--- config.mk ---
export PLATFORM = sky130hd
export DESIGN_NAME = cp0_irq_ctrl_flat
export DESIGN_NICKNAME = d
export VERILOG_FILES = /design/src/rtl/cp0_pkg.sv /design/src/rtl/cp0_irq_ctrl_if.sv /design/src/rtl/cp0_timer.sv /design/src/rtl/cp0_irq_ctrl.sv /design/src/flat_wrapper.sv
export SDC_FILE = /design/constraint.sdc
export NUM_CORES = 1
export LEC_CHECK = 0
export CORE_ASPECT_RATIO = 0.6
export CORE_MARGIN = 1
export CORE_UTILIZATION = 47
export CTS_BUF_LIST = sky130_fd_sc_hd__clkbuf_2
export DETAILED_ROUTE_END_ITERATION = 7
export GPL_TIMING_DRIVEN = 0
export MAX_ROUTING_LAYER = met4
export PLACE_DENSITY = 0.79
export SLEW_MARGIN = 20
export SYNTH_ARGS = -nofsm -noshare
export SYNTH_HDL_FRONTEND = slang
export SYNTH_SLANG_ARGS = --single-unit
export TNS_END_PERCENT = 20
--- constraint.sdc ---
create_clock -name clock -period 5.3 [get_ports clock]
set_input_delay 0.53 -clock clock [delete_from_list [all_inputs] [get_ports clock]]
set_output_delay 0.53 -clock clock [all_outputs]
set_load 0.05 [all_outputs]
--- src/rtl/cp0_pkg.sv ---
// cp0_pkg -- shared definitions for the CP0 interrupt/exception controller.
//   * CP0 register numbers and select values decoded by MFC0/MTC0
//   * ExcCode enumeration and the fixed exception priority helper
//   * Status reset value and Status bit positions
package cp0_pkg;

  localparam logic [4:0] REG_BADINSTR = 5'd8;
  localparam logic [2:0] SEL_BADINSTR = 3'd1;
  localparam logic [4:0] REG_COUNT    = 5'd9;
  localparam logic [4:0] REG_COMPARE  = 5'd11;
  localparam logic [4:0] REG_STATUS   = 5'd12;
  localparam logic [4:0] REG_CAUSE    = 5'd13;
  localparam logic [4:0] REG_EPC      = 5'd14;
  localparam logic [2:0] SEL_DEFAULT  = 3'd0;

  localparam logic [31:0] STATUS_RESET = 32'h0000_FF01;
  localparam int STATUS_IE  = 0;
  localparam int STATUS_EXL = 1;
  localparam int STATUS_ERL = 2;

  typedef enum logic [4:0] {
    EXC_INT = 5'h00,
    EXC_SYS = 5'h08,
    EXC_BP  = 5'h09,
    EXC_RI  = 5'h0A,
    EXC_OV  = 5'h0C
  } exc_code_e;

  // Highest-priority pending exception; EXC_INT when none is raised.
  function automatic exc_code_e exc_priority(input logic ov, input logic ri,
                                             input logic sc, input logic bk);
    exc_code_e code;
    if (ov)      code = EXC_OV;
    else if (ri) code = EXC_RI;
    else if (sc) code = EXC_SYS;
    else if (bk) code = EXC_BP;
    else         code = EXC_INT;
    return code;
  endfunction

endpackage

--- src/rtl/cp0_irq_ctrl_if.sv ---
// cp0_irq_ctrl_if -- bus between the pipeline and the CP0 controller.
//   master (pipeline): drives wr_data, regnum, sel, curr_pc, MTC0, ERET,
//                      hw_irq, overflow, reserved_inst, syscall, break_;
//                      receives rd_data, EPC, takenHandler, exc_code, timer_irq.
//   slave  (CP0)     : the mirror image.
interface cp0_irq_ctrl_if #(
  parameter int NUM_HW_IRQ = 6
);
  logic [63:0]           rd_data;
  logic [63:0]           EPC;
  logic                  takenHandler;
  logic [4:0]            exc_code;
  logic                  timer_irq;
  logic [63:0]           wr_data;
  logic [4:0]            regnum;
  logic [2:0]            sel;
  logic [63:0]           curr_pc;
  logic                  MTC0;
  logic                  ERET;
  logic [NUM_HW_IRQ-1:0] hw_irq;
  logic                  overflow;
  logic                  reserved_inst;
  logic                  syscall;
  logic                  break_;

  modport master (
    output wr_data, regnum, sel, curr_pc, MTC0, ERET, hw_irq,
           overflow, reserved_inst, syscall, break_,
    input  rd_data, EPC, takenHandler, exc_code, timer_irq
  );

  modport slave (
    input  wr_data, regnum, sel, curr_pc, MTC0, ERET, hw_irq,
           overflow, reserved_inst, syscall, break_,
    output rd_data, EPC, takenHandler, exc_code, timer_irq
  );
endinterface

--- src/rtl/cp0_timer.sv ---
// cp0_timer -- free-running Count, Compare and the sticky timer interrupt.
// Ports:
//   clock, reset          : system clock, async active-high reset
//   wr_count, wr_compare  : MTC0 strobes for Count / Compare
//   wr_data               : value loaded by either strobe
//   count, compare        : current register values
//   timer_irq             : set the cycle after Count == Compare,
//                           cleared only by a Compare write
module cp0_timer #(
  parameter int COUNT_W = 32
) (
  input  logic               clock,
  input  logic               reset,
  input  logic               wr_count,
  input  logic               wr_compare,
  input  logic [COUNT_W-1:0] wr_data,
  output logic [COUNT_W-1:0] count,
  output logic [COUNT_W-1:0] compare,
  output logic               timer_irq
);

  logic [COUNT_W-1:0] count_r;
  logic [COUNT_W-1:0] compare_r;
  logic               timer_irq_r;

  // Count: load on MTC0, otherwise increment with natural wrap.
  always_ff @(posedge clock or posedge reset) begin
    if (reset) begin
      count_r <= '0;
    end else if (wr_count) begin
      count_r <= wr_data;
    end else begin
      count_r <= count_r + {{(COUNT_W-1){1'b0}}, 1'b1};
    end
  end

  // Compare register and sticky interrupt; writing Compare acknowledges it.
  always_ff @(posedge clock or posedge reset) begin
    if (reset) begin
      compare_r   <= '1;
      timer_irq_r <= 1'b0;
    end else if (wr_compare) begin
      compare_r   <= wr_data;
      timer_irq_r <= 1'b0;
    end else if (count_r == compare_r) begin
      timer_irq_r <= 1'b1;
    end else begin
      timer_irq_r <= timer_irq_r;
    end
  end

  assign count     = count_r;
  assign compare   = compare_r;
  assign timer_irq = timer_irq_r;

endmodule

--- src/rtl/cp0_irq_ctrl.sv ---
// cp0_irq_ctrl -- CP0 interrupt and exception controller.
// Holds Status, Cause (IP + ExcCode), EPC and BadInstr, decides when the
// pipeline is redirected to the handler, and services MFC0/MTC0/ERET.
// Ports:
//   clock, reset : system clock, async active-high reset
//   bus (slave)  : MTC0/MFC0 access, ERET, exception flags, hw_irq lines,
//                  takenHandler / EPC / exc_code / timer_irq outputs
// Optional feature: define CP0_TIMER_EN to build Count/Compare and the timer
// interrupt (cp0_timer); without it Count/Compare read 0 and timer_irq is 0.
module cp0_irq_ctrl
  import cp0_pkg::*;
#(
  parameter int         NUM_HW_IRQ = 6,
  parameter logic [5:0] EDGE_MASK  = 6'b0,
  parameter int         COUNT_W    = 32
) (
  input logic           clock,
  input logic           reset,
  cp0_irq_ctrl_if.slave bus
);

  logic [31:0] status_r;
  logic [31:0] status_nxt_s;
  exc_code_e   exc_code_r;
  logic [63:0] epc_r;
  logic [31:0] bad_instr_r;
  logic [1:0]  sw_ip_r;
  logic [5:0]  edge_ip_r;
  logic [5:0]  edge_nxt_s;
  logic [5:0]  hw_prev_r;
  logic [5:0]  hw_s;
  logic [7:0]  ip_s;
  logic [31:0] cause_s;
  logic [63:0] rd_s;
  logic [63:0] count_rd_s;
  logic [63:0] compare_rd_s;
  logic        timer_irq_s;
  logic        exception_s;
  exc_code_e   next_code_s;
  logic        take_int_s;
  logic        taken_handler_s;
  logic        wr_status_s;
  logic        wr_cause_s;
  logic        wr_epc_s;

  assign wr_status_s = bus.MTC0 && (bus.sel == SEL_DEFAULT) && (bus.regnum == REG_STATUS);
  assign wr_cause_s  = bus.MTC0 && (bus.sel == SEL_DEFAULT) && (bus.regnum == REG_CAUSE);
  assign wr_epc_s    = bus.MTC0 && (bus.sel == SEL_DEFAULT) && (bus.regnum == REG_EPC);

`ifdef CP0_TIMER_EN
  logic               wr_count_s;
  logic               wr_compare_s;
  logic [COUNT_W-1:0] count_s;
  logic [COUNT_W-1:0] compare_s;

  assign wr_count_s   = bus.MTC0 && (bus.sel == SEL_DEFAULT) && (bus.regnum == REG_COUNT);
  assign wr_compare_s = bus.MTC0 && (bus.sel == SEL_DEFAULT) && (bus.regnum == REG_COMPARE);

  cp0_timer #(.COUNT_W(COUNT_W)) u_timer (
    .clock      (clock),
    .reset      (reset),
    .wr_count   (wr_count_s),
    .wr_compare (wr_compare_s),
    .wr_data    (bus.wr_data[COUNT_W-1:0]),
    .count      (count_s),
    .compare    (compare_s),
    .timer_irq  (timer_irq_s)
  );

  assign count_rd_s   = {{(64-COUNT_W){1'b0}}, count_s};
  assign compare_rd_s = {{(64-COUNT_W){1'b0}}, compare_s};
`else
  assign count_rd_s   = 64'd0;
  assign compare_rd_s = 64'd0;
  assign timer_irq_s  = 1'b0;
`endif

  // Widen the parameterised hw_irq bus to the fixed six IP slots.
  always_comb begin
    hw_s = 6'b000000;
    for (int i = 0; i < NUM_HW_IRQ; i++) begin
      hw_s[i] = bus.hw_irq[i];
    end
  end

  // Pending bits: software bits, then per-line level or latched edge; timer shares IP7.
  always_comb begin
    ip_s      = 8'h00;
    ip_s[1:0] = sw_ip_r;
    for (int i = 0; i < NUM_HW_IRQ; i++) begin
      if (EDGE_MASK[i]) begin
        ip_s[2+i] = edge_ip_r[i];
      end else begin
        ip_s[2+i] = hw_s[i];
      end
    end
    ip_s[7] = ip_s[7] | timer_irq_s;
  end

  assign cause_s = {16'h0000, ip_s, 1'b0, exc_code_r, 2'b00};

  assign exception_s = bus.overflow | bus.reserved_inst | bus.syscall | bus.break_;
  assign next_code_s = exc_priority(bus.overflow, bus.reserved_inst, bus.syscall, bus.break_);

  // An interrupt is not taken while an exception code is still recorded.
  assign take_int_s = (|(ip_s & status_r[15:8])) && status_r[STATUS_IE] &&
                      !status_r[STATUS_ERL] && (exc_code_r == EXC_INT);
  assign taken_handler_s = (take_int_s || exception_s) && !status_r[STATUS_EXL];

  // Status next value: MTC0 writes the word, but handler entry / ERET own EXL.
  always_comb begin
    status_nxt_s = status_r;
    if (wr_status_s) begin
      status_nxt_s = bus.wr_data[31:0];
    end else begin
      status_nxt_s = status_r;
    end
    if (taken_handler_s) begin
      status_nxt_s[STATUS_EXL] = 1'b1;
    end else if (bus.ERET) begin
      status_nxt_s[STATUS_EXL] = 1'b0;
    end else begin
      status_nxt_s[STATUS_EXL] = status_nxt_s[STATUS_EXL];
    end
  end

  // Status register.
  always_ff @(posedge clock or posedge reset) begin
    if (reset) begin
      status_r <= STATUS_RESET;
    end else begin
      status_r <= status_nxt_s;
    end
  end

  // Handler entry snapshot; otherwise ERET clears the code and MTC0 may load EPC.
  always_ff @(posedge clock or posedge reset) begin
    if (reset) begin
      exc_code_r  <= EXC_INT;
      epc_r       <= 64'd0;
      bad_instr_r <= 32'd0;
    end else if (taken_handler_s) begin
      if (exception_s) begin
        exc_code_r  <= next_code_s;
        epc_r       <= bus.curr_pc;
        bad_instr_r <= bus.wr_data[31:0];
      end else begin
        exc_code_r  <= EXC_INT;
        epc_r       <= bus.curr_pc + 64'd4;
      end
    end else begin
      if (bus.ERET) begin
        exc_code_r <= EXC_INT;
      end
      if (wr_epc_s) begin
        epc_r <= bus.wr_data;
      end
    end
  end

  // Edge latches: a rising edge sets, a Cause write of 0 clears; set has priority.
  always_comb begin
    edge_nxt_s = edge_ip_r;
    for (int i = 0; i < 6; i++) begin
      if (EDGE_MASK[i] && (i < NUM_HW_IRQ) && hw_s[i] && !hw_prev_r[i]) begin
        edge_nxt_s[i] = 1'b1;
      end else if (wr_cause_s && !bus.wr_data[10+i]) begin
        edge_nxt_s[i] = 1'b0;
      end else begin
        edge_nxt_s[i] = edge_ip_r[i];
      end
    end
  end

  // Software IP bits, edge latches and the previous hw_irq sample.
  always_ff @(posedge clock or posedge reset) begin
    if (reset) begin
      sw_ip_r   <= 2'b00;
      edge_ip_r <= 6'b000000;
      hw_prev_r <= 6'b000000;
    end else begin
      if (wr_cause_s) begin
        sw_ip_r <= bus.wr_data[9:8];
      end
      edge_ip_r <= edge_nxt_s;
      hw_prev_r <= hw_s;
    end
  end

  // MFC0 read mux; unmapped register numbers read zero.
  always_comb begin
    rd_s = 64'd0;
    if (bus.sel == SEL_DEFAULT) begin
      case (bus.regnum)
        REG_STATUS:  rd_s = {32'd0, status_r};
        REG_CAUSE:   rd_s = {32'd0, cause_s};
        REG_EPC:     rd_s = epc_r;
        REG_COUNT:   rd_s = count_rd_s;
        REG_COMPARE: rd_s = compare_rd_s;
        default:     rd_s = 64'd0;
      endcase
    end else if ((bus.sel == SEL_BADINSTR) && (bus.regnum == REG_BADINSTR)) begin
      rd_s = {32'd0, bad_instr_r};
    end else begin
      rd_s = 64'd0;
    end
  end

  assign bus.rd_data      = rd_s;
  assign bus.EPC          = epc_r;
  assign bus.takenHandler = taken_handler_s;
  assign bus.exc_code     = exc_code_r;
  assign bus.timer_irq    = timer_irq_s;

endmodule

--- src/flat_wrapper.sv ---
// flat-port wrapper written by rule: the top's interface ports become plain ports
module cp0_irq_ctrl_flat import cp0_pkg::*;
#(
  parameter int         NUM_HW_IRQ = 6,
  parameter logic [5:0] EDGE_MASK  = 6'b0,
  parameter int         COUNT_W    = 32
)
  (clock, reset, bus_wr_data, bus_regnum, bus_sel, bus_curr_pc, bus_MTC0, bus_ERET, bus_hw_irq, bus_overflow, bus_reserved_inst, bus_syscall, bus_break_, bus_rd_data, bus_EPC, bus_takenHandler, bus_exc_code, bus_timer_irq);
  cp0_irq_ctrl_if #(.NUM_HW_IRQ(NUM_HW_IRQ)) bus_i ();
  input logic clock;
  input logic reset;
  input wire logic [$bits(bus_i.wr_data)-1:0] bus_wr_data;
  input wire logic [$bits(bus_i.regnum)-1:0] bus_regnum;
  input wire logic [$bits(bus_i.sel)-1:0] bus_sel;
  input wire logic [$bits(bus_i.curr_pc)-1:0] bus_curr_pc;
  input wire logic [$bits(bus_i.MTC0)-1:0] bus_MTC0;
  input wire logic [$bits(bus_i.ERET)-1:0] bus_ERET;
  input wire logic [$bits(bus_i.hw_irq)-1:0] bus_hw_irq;
  input wire logic [$bits(bus_i.overflow)-1:0] bus_overflow;
  input wire logic [$bits(bus_i.reserved_inst)-1:0] bus_reserved_inst;
  input wire logic [$bits(bus_i.syscall)-1:0] bus_syscall;
  input wire logic [$bits(bus_i.break_)-1:0] bus_break_;
  output wire logic [$bits(bus_i.rd_data)-1:0] bus_rd_data;
  output wire logic [$bits(bus_i.EPC)-1:0] bus_EPC;
  output wire logic [$bits(bus_i.takenHandler)-1:0] bus_takenHandler;
  output wire logic [$bits(bus_i.exc_code)-1:0] bus_exc_code;
  output wire logic [$bits(bus_i.timer_irq)-1:0] bus_timer_irq;
  assign bus_i.wr_data = bus_wr_data;
  assign bus_i.regnum = bus_regnum;
  assign bus_i.sel = bus_sel;
  assign bus_i.curr_pc = bus_curr_pc;
  assign bus_i.MTC0 = bus_MTC0;
  assign bus_i.ERET = bus_ERET;
  assign bus_i.hw_irq = bus_hw_irq;
  assign bus_i.overflow = bus_overflow;
  assign bus_i.reserved_inst = bus_reserved_inst;
  assign bus_i.syscall = bus_syscall;
  assign bus_i.break_ = bus_break_;
  assign bus_rd_data = bus_i.rd_data;
  assign bus_EPC = bus_i.EPC;
  assign bus_takenHandler = bus_i.takenHandler;
  assign bus_exc_code = bus_i.exc_code;
  assign bus_timer_irq = bus_i.timer_irq;
  cp0_irq_ctrl #(.NUM_HW_IRQ(NUM_HW_IRQ), .EDGE_MASK(EDGE_MASK), .COUNT_W(COUNT_W)) u_core (.clock(clock), .reset(reset), .bus(bus_i));
endmodule
==> results of run 1 <==
==> state kept, by name (all words and copies together), names as in the netlist <==
name	count
u_core.bus.EPC	64
u_core.bad_instr_r	32
u_core.status_r	32
u_core.bus.exc_code	4
u_core.sw_ip_r	2
==> worst paths after layout <==
path	cells after the start	start	endpoint
worst max-delay path	7	bus_overflow	bus_takenHandler
worst max register to register	7	u_core.status_r[15]	u_core.bus.EPC[2]
min in group clock	3	bus_curr_pc[1]	u_core.bus.EPC[1]
worst min-delay path	2	reset	u_core.bus.exc_code[0]
max in group asynchronous	3	reset	u_core.bus.EPC[36]
worst min register to register	1	u_core.bad_instr_r[31]	u_core.bad_instr_r[31]
==> through the flow <==
| step | instance area, µm² | setup WS (ns) |
|---|---|---|
| 3_5_place_dp | 11280 | 0.4450 |
| 5_1_grt | 11530 | 0.1502 |
| 6_report | 11530 | 0.3580 |
| 4_1_cts | 11530 | 0.4119 |
| 3_3_place_gp | 11230 | -0.9012 |
| 2_1_floorplan | 8143 | 1.202 |
==> cells in the mapped netlist, types with 19 or more instances <==
library cell  number
nor2_1            30
clkbuf_1          57
nand2_1          184
a22oi_1           24
xor2_1            22
and3_1            92
nand4_1           33
or4_1             19
dfrtp_1          125
nand3_1           33
mux2_2            65
o21ai_0           45
a21oi_1           41
a31oi_1           34
==> layer usage <==
layer,vias up,global-route usage,wire (µm)
li1,4025,-,-
met1,4444,0.5544,14100
met2,644,0.5184,13610
met3,40,0.09209,4346
met4,0,0.08660,446
met5,-,-,0
==> logic make-up (layout without fill, tap and decap cells) <==
group / after synthesis / in the layout / share of synthesized area
DFF: 134 / 134 / 0.4134
buffers and inverters: 75 / 388 / 0.03674
and+or+nand+nor: 453 / 453 / 0.2839
xor gates and xnor gates: 35 / 35 / 0.03766
AOI/OAI and AO/OA: 163 / 163 / 0.1191
other: 1 / 3 / 0.0004607
muxes: 79 / 79 / 0.1071
adders and majority gates: 1 / 1 / 0.001537
==> worst max-delay path: stages <==
cell	delay, ns
clkdlybuf4s50_1	0.49
nor4_2	0.77
nor2_1	0.42
a31oi_1	0.66
clkinv_1	0.40
clkbuf_1	0.36
clkdlybuf4s50_1	0.78
==> power by group <==
group	internal [mW]	switching (mW)
Sequential	1.41	0.343
Clock	0.231	0.457
Combinational	0.953	1.65
Total	2.59	2.45
==> layout make-up <==
cell class	count	area (µm²)
Fill cell	1391	5046
Multi-Input combinational cell	733	4491
Sequential cell	134	3364
Timing Repair Buffer	281	2830
Tap cell	228	285.3
Buffer	68	272.8
Clock inverter	14	160.2
Clock buffer	18	90.09
Inverter	7	33.78
Antenna cell	1	2.502
==> flow_metrics.py, run 1 <==
metrics = {
    "worst_setup_path": {
        "cp.required_ns": 4.77,
        "end_kind": "output port",
        "critPathLaunchType": "primary input",
        "r2r_slack_ns": 2.45,
        "crit_arrival_ns": 4.41,
        "cp_max_fo": 10,
        "timing_worst_setup_path_type": "primary input to output port",
    },
    "clock_tree": {
        "cts_max_path_buffers": 2,
        "insertion_delay_ns": 0.74,
        "cts_made_buffers": 17,
        "cts_setup_buffers": 0,
        "cts_max_level": 4,
        "cts_resized": 0,
        "cts_root_buffer": "clkbuf_2",
        "cts.sinks": 134,
        "cts_tree": "yes",
        "clkTransAtPathRegs_ns": 0.25,
        "hold_buffers": 0,
    },
    "logic_synthesis": {
        "synthArstFlopShare": 1.000,
        "synth_area_per_cell_um2": 8.649,
        "synth_largest_area_cell": "dfrtp_1",
        "synth_top_area_share": 0.3843,
        "ys_seq_area_frac": 0.4134,
        "synth_seq_cells": 134,
        "synth_cell_types": 47,
        "synth_edf_count": 0,
        "synthFlopType": "dfrtp_1",
        "synthTopCellsByArea": "dfrtp_1 38%, mux2_2 9.0%, nand2_1 8.5%",
        "synthesis.area_um2": 8139,
        "yosys_warnings": 0,
        "syn_inst": 941,
    },
    "detailed_routing": {
        "ant_nets": 0,
        "via_count": 9153,
        "dr.first_iter.drc_count": 1151,
        "dr.pass1.iters": 8,
        "avgViaCountPerCell": 6.168,
        "drt_wl_total_mm": 32.50,
        "wl_per_cell_um": 21.90,
        "drcViolationCount": 0,
    },
    "die": {
        "die_w_um": 171.9,
        "start_util": 0.4910,
        "die_h_um": 103.9,
        "num_io_pins": 285,
        "num_rows": 36,
        "fp.coreArea_um2": 16580,
        "die_area_um2": 17860,
    },
    "sta": {
        "worst_slew_pin_slew_ns": 0.9617,
        "clock.fmax_mhz": 202.3,
        "fin_crit_ns": 4.942,
        "setup_viol": 0,
        "rsz0062_at_grt": "no",
        "fin_tns_setup_ns": 0,
        "max_slew_margin": 0.3554,
        "post-route-period-util": 0.9325,
        "fin_skew_ns": 0.05199,
        "hold_violations": 0,
        "drv_slew": 0,
        "hold_ws_ns": 0.1698,
    },
    "final_layout": {
        "layout_common_cells": "280 x clkdlybuf4s50_1, 184 x nand2_1, 125 x dfrtp_1",
        "final_common_cell": "clkdlybuf4s50_1",
        "areaGrowthSynthToFinish_pct": 41.66,
        "fin_util": 0.6956,
        "nets": 1393,
        "finalNonFillerCells": 1484,
        "layout-drive-gt1-share": 0.09482,
    },
    "global_route": {
        "grt_overflow": 0,
        "antenna_found_initial": 1,
        "grt_pass1_wl_mm": 49.32,
        "grt_pass1_vias": 8539,
        "grt_max_degree": 83,
        "grtUsageTotal": 0.3770,
    },
    "min_path": {
        "hold_path.class": "primary input to asynchronous set/reset pin",
    },
    "power_and_ir_drop": {
        "powerDensity_nw_per_um2": 437.4,
        "peakVddDrop_mv": 0.3453,
        "cellLeakagePower_nw": 4.669,
        "total_power_mw": 5.043,
    },
    "placed_design": {
        "port_buffers": 280,
        "dp_cells": 1451,
        "gp_congestion": 0.9736,
        "place_hpwl_mm": 24.75,
    },
    "run": {
        "drv_cap": 0,
    },
    "run_status": {
        "status": "completed",
    },
}
Note: power is estimated with default switching activity, not from simulation.
==> run 2, diff against run 1 <==
CTS_CLUSTER_DIAMETER = 200   (was not set)
==> results of run 2 <==
Same layout as run 1: the final DEF is identical, and so are final timing and power.
==> run 3, diff against run 2 <==
CTS_BUF_LIST = sky130_fd_sc_hd__clkbuf_4   (was sky130_fd_sc_hd__clkbuf_2)
REMOVE_ABC_BUFFERS = 1   (was not set)
==> flow_metrics.py, run 3 (synthesis results as in run 1) <==
metrics = {
    "min_path": {
        "hold_path.class": "primary input to asynchronous set/reset pin",
    },
    "clock_tree": {
        "cts.sinks": 134,
        "clkTransAtPathRegs_ns": 0.16,
        "cts_setup_buffers": 0,
        "cts_made_buffers": 17,
        "cts_root_buffer": "clkbuf_4",
        "hold_buffers": 0,
        "cts_tree": "yes",
        "cts_resized": 0,
        "cts_max_level": 4,
        "insertion_delay_ns": 0.55,
        "cts_max_path_buffers": 2,
    },
    "sta": {
        "post-route-period-util": 0.9394,
        "rsz0062_at_grt": "no",
        "setup_ws_ns": 0.3212,
        "clock.fmax_mhz": 200.9,
        "fin_skew_ns": 0.03584,
        "hold_violations": 0,
        "setup_viol": 0,
        "drv_slew": 0,
        "fin_tns_setup_ns": 0,
        "fin_crit_ns": 4.979,
        "max_slew_margin": 0.2505,
        "worst_slew_pin_slew_ns": 1.109,
    },
    "power_and_ir_drop": {
        "peakVddDrop_mv": 0.3615,
        "powerDensity_nw_per_um2": 439.5,
        "cellLeakagePower_nw": 4.738,
    },
    "placed_design": {
        "pre_cts_ws_ns": 0.1680,
        "port_buffers": 282,
        "place_hpwl_mm": 22.12,
        "dpl_cell_area_um2": 11380,
        "gp_congestion": 0.8996,
    },
    "final_layout": {
        "multiInputGateArea_um2": 4566,
        "final_common_cell": "clkdlybuf4s50_1",
        "final_area_um2": 11690,
        "area.sequential_um2": 3364,
        "layout-drive-gt1-share": 0.1171,
        "n_fill_cell": 1340,
        "areaGrowthSynthToFinish_pct": 43.63,
        "largest_reg_flops": 64,
        "layout_common_cells": "282 x clkdlybuf4s50_1, 183 x nand2_1, 125 x dfrtp_1",
        "nets": 1342,
    },
    "detailed_routing": {
        "wl_met1_mm": 13.75,
        "wl_per_cell_um": 21.09,
        "drt_wl_total_mm": 30.22,
        "dr.pass1.iters": 6,
        "dr_wl_met3_mm": 3.084,
        "wl_met2_mm": 12.96,
        "via_count": 8619,
        "dr.first_iter.drc_count": 1112,
        "drcViolationCount": 0,
        "ant_nets": 0,
        "avgViaCountPerCell": 6.015,
        "routed.top_layer": "met4",
    },
    "run_status": {
        "status": "completed",
    },
    "global_route": {
        "grt_overflow": 0,
        "antenna_found_initial": 1,
        "grt_max_degree": 90,
        "grt_pass1_wl_mm": 46.84,
        "grt_pass1_vias": 8257,
        "grtUsageTotal": 0.3535,
    },
    "worst_setup_path": {
        "crit_top_cell": "clkdlybuf4s50_1",
        "cpMaxStageDelayCell": "clkdlybuf4s50_1",
        "crit_cells": 7,
        "reg2reg_depth": 8,
        "timing_worst_setup_path_type": "primary input to output port",
        "cp_max_fo": 36,
        "cp.required_ns": 4.77,
        "max_stage_delay_ns": 0.99,
        "crit_arrival_ns": 4.45,
        "end_kind": "output port",
        "critPathLaunchType": "primary input",
        "crit_family": "buffers and inverters",
        "critPathBufInv": 3,
        "cp_cell_sequence": "clkdlybuf4s50_1, nor2b_4, and2_2, buf_16, a22oi_1, o21ai_0, clkdlybuf4s50_1",
    },
    "die": {
        "num_rows": 36,
        "die_area_um2": 17860,
        "die_h_um": 103.9,
        "num_io_pins": 285,
        "start_util": 0.4910,
        "fp.coreArea_um2": 16580,
        "die_w_um": 171.9,
    },
    "run": {
        "drv_cap": 0,
    },
}
## run 3: worst register-to-register path, delay by kind of cell, from the launching register on
kind / cells / cell delay (ns)
AO/OA/AOI/OAI: 4 / 1.01
buffers and inverters: 3 / 0.95
flip-flops: 1 / 0.41
AND/OR/NAND/NOR: 1 / 0.33
## run 3: report_power, final
part,switching [mW],internal (mW)
clock network,0.451,0.299
logic,1.63,1.03
registers,0.312,1.41
## run 3: routing by layer
layer,global-route usage,vias to the layer above
li1,-,3919
met1,0.5239,4178
met2,0.4893,485
met3,0.07078,37
met4,0.08976,0
met5,-,-
## run 3: final timing paths
path	start	to	slack (ns)
min	reset	u_core.bad_instr_r[11]	0.35
max	bus_regnum[0]	bus_rd_data[17]	0.32
min in group clock	u_core.bad_instr_r[28]	u_core.bad_instr_r[28]	0.52
max reg2reg	u_core.status_r[11]	u_core.bus.EPC[34]	2.47
min reg2reg	u_core.bad_instr_r[28]	u_core.bad_instr_r[28]	0.52
max in group asynchronous	reset	u_core.bad_instr_r[16]	4.14
## run 3: area by class of cell
| type | instances | share of cell area |
|---|---|---|
| Tap cell | 228 | 0.02440 |
| Inverter | 7 | 0.002997 |
| Multi-Input combinational cell | 733 | 0.3906 |
| Antenna cell | 1 | 0.0002141 |
| Clock inverter | 14 | 0.01413 |
| Timing Repair Buffer | 298 | 0.2683 |
| Sequential cell | 134 | 0.2878 |
| Clock buffer | 18 | 0.01156 |
## run 3: metrics by stage
step             util  power (mW)  hold slack [ns]  std cells
2_1_floorplan       -       3.284           0.4788        874
3_3_place_gp   0.6623       4.238           0.4864       1384
3_5_place_dp   0.6867       4.386           0.4922       1400
4_1_cts        0.7048       5.133           0.3400       1432
5_1_grt        0.7052       5.377           0.3489       1433
6_report       0.7052       5.138           0.3460       1433
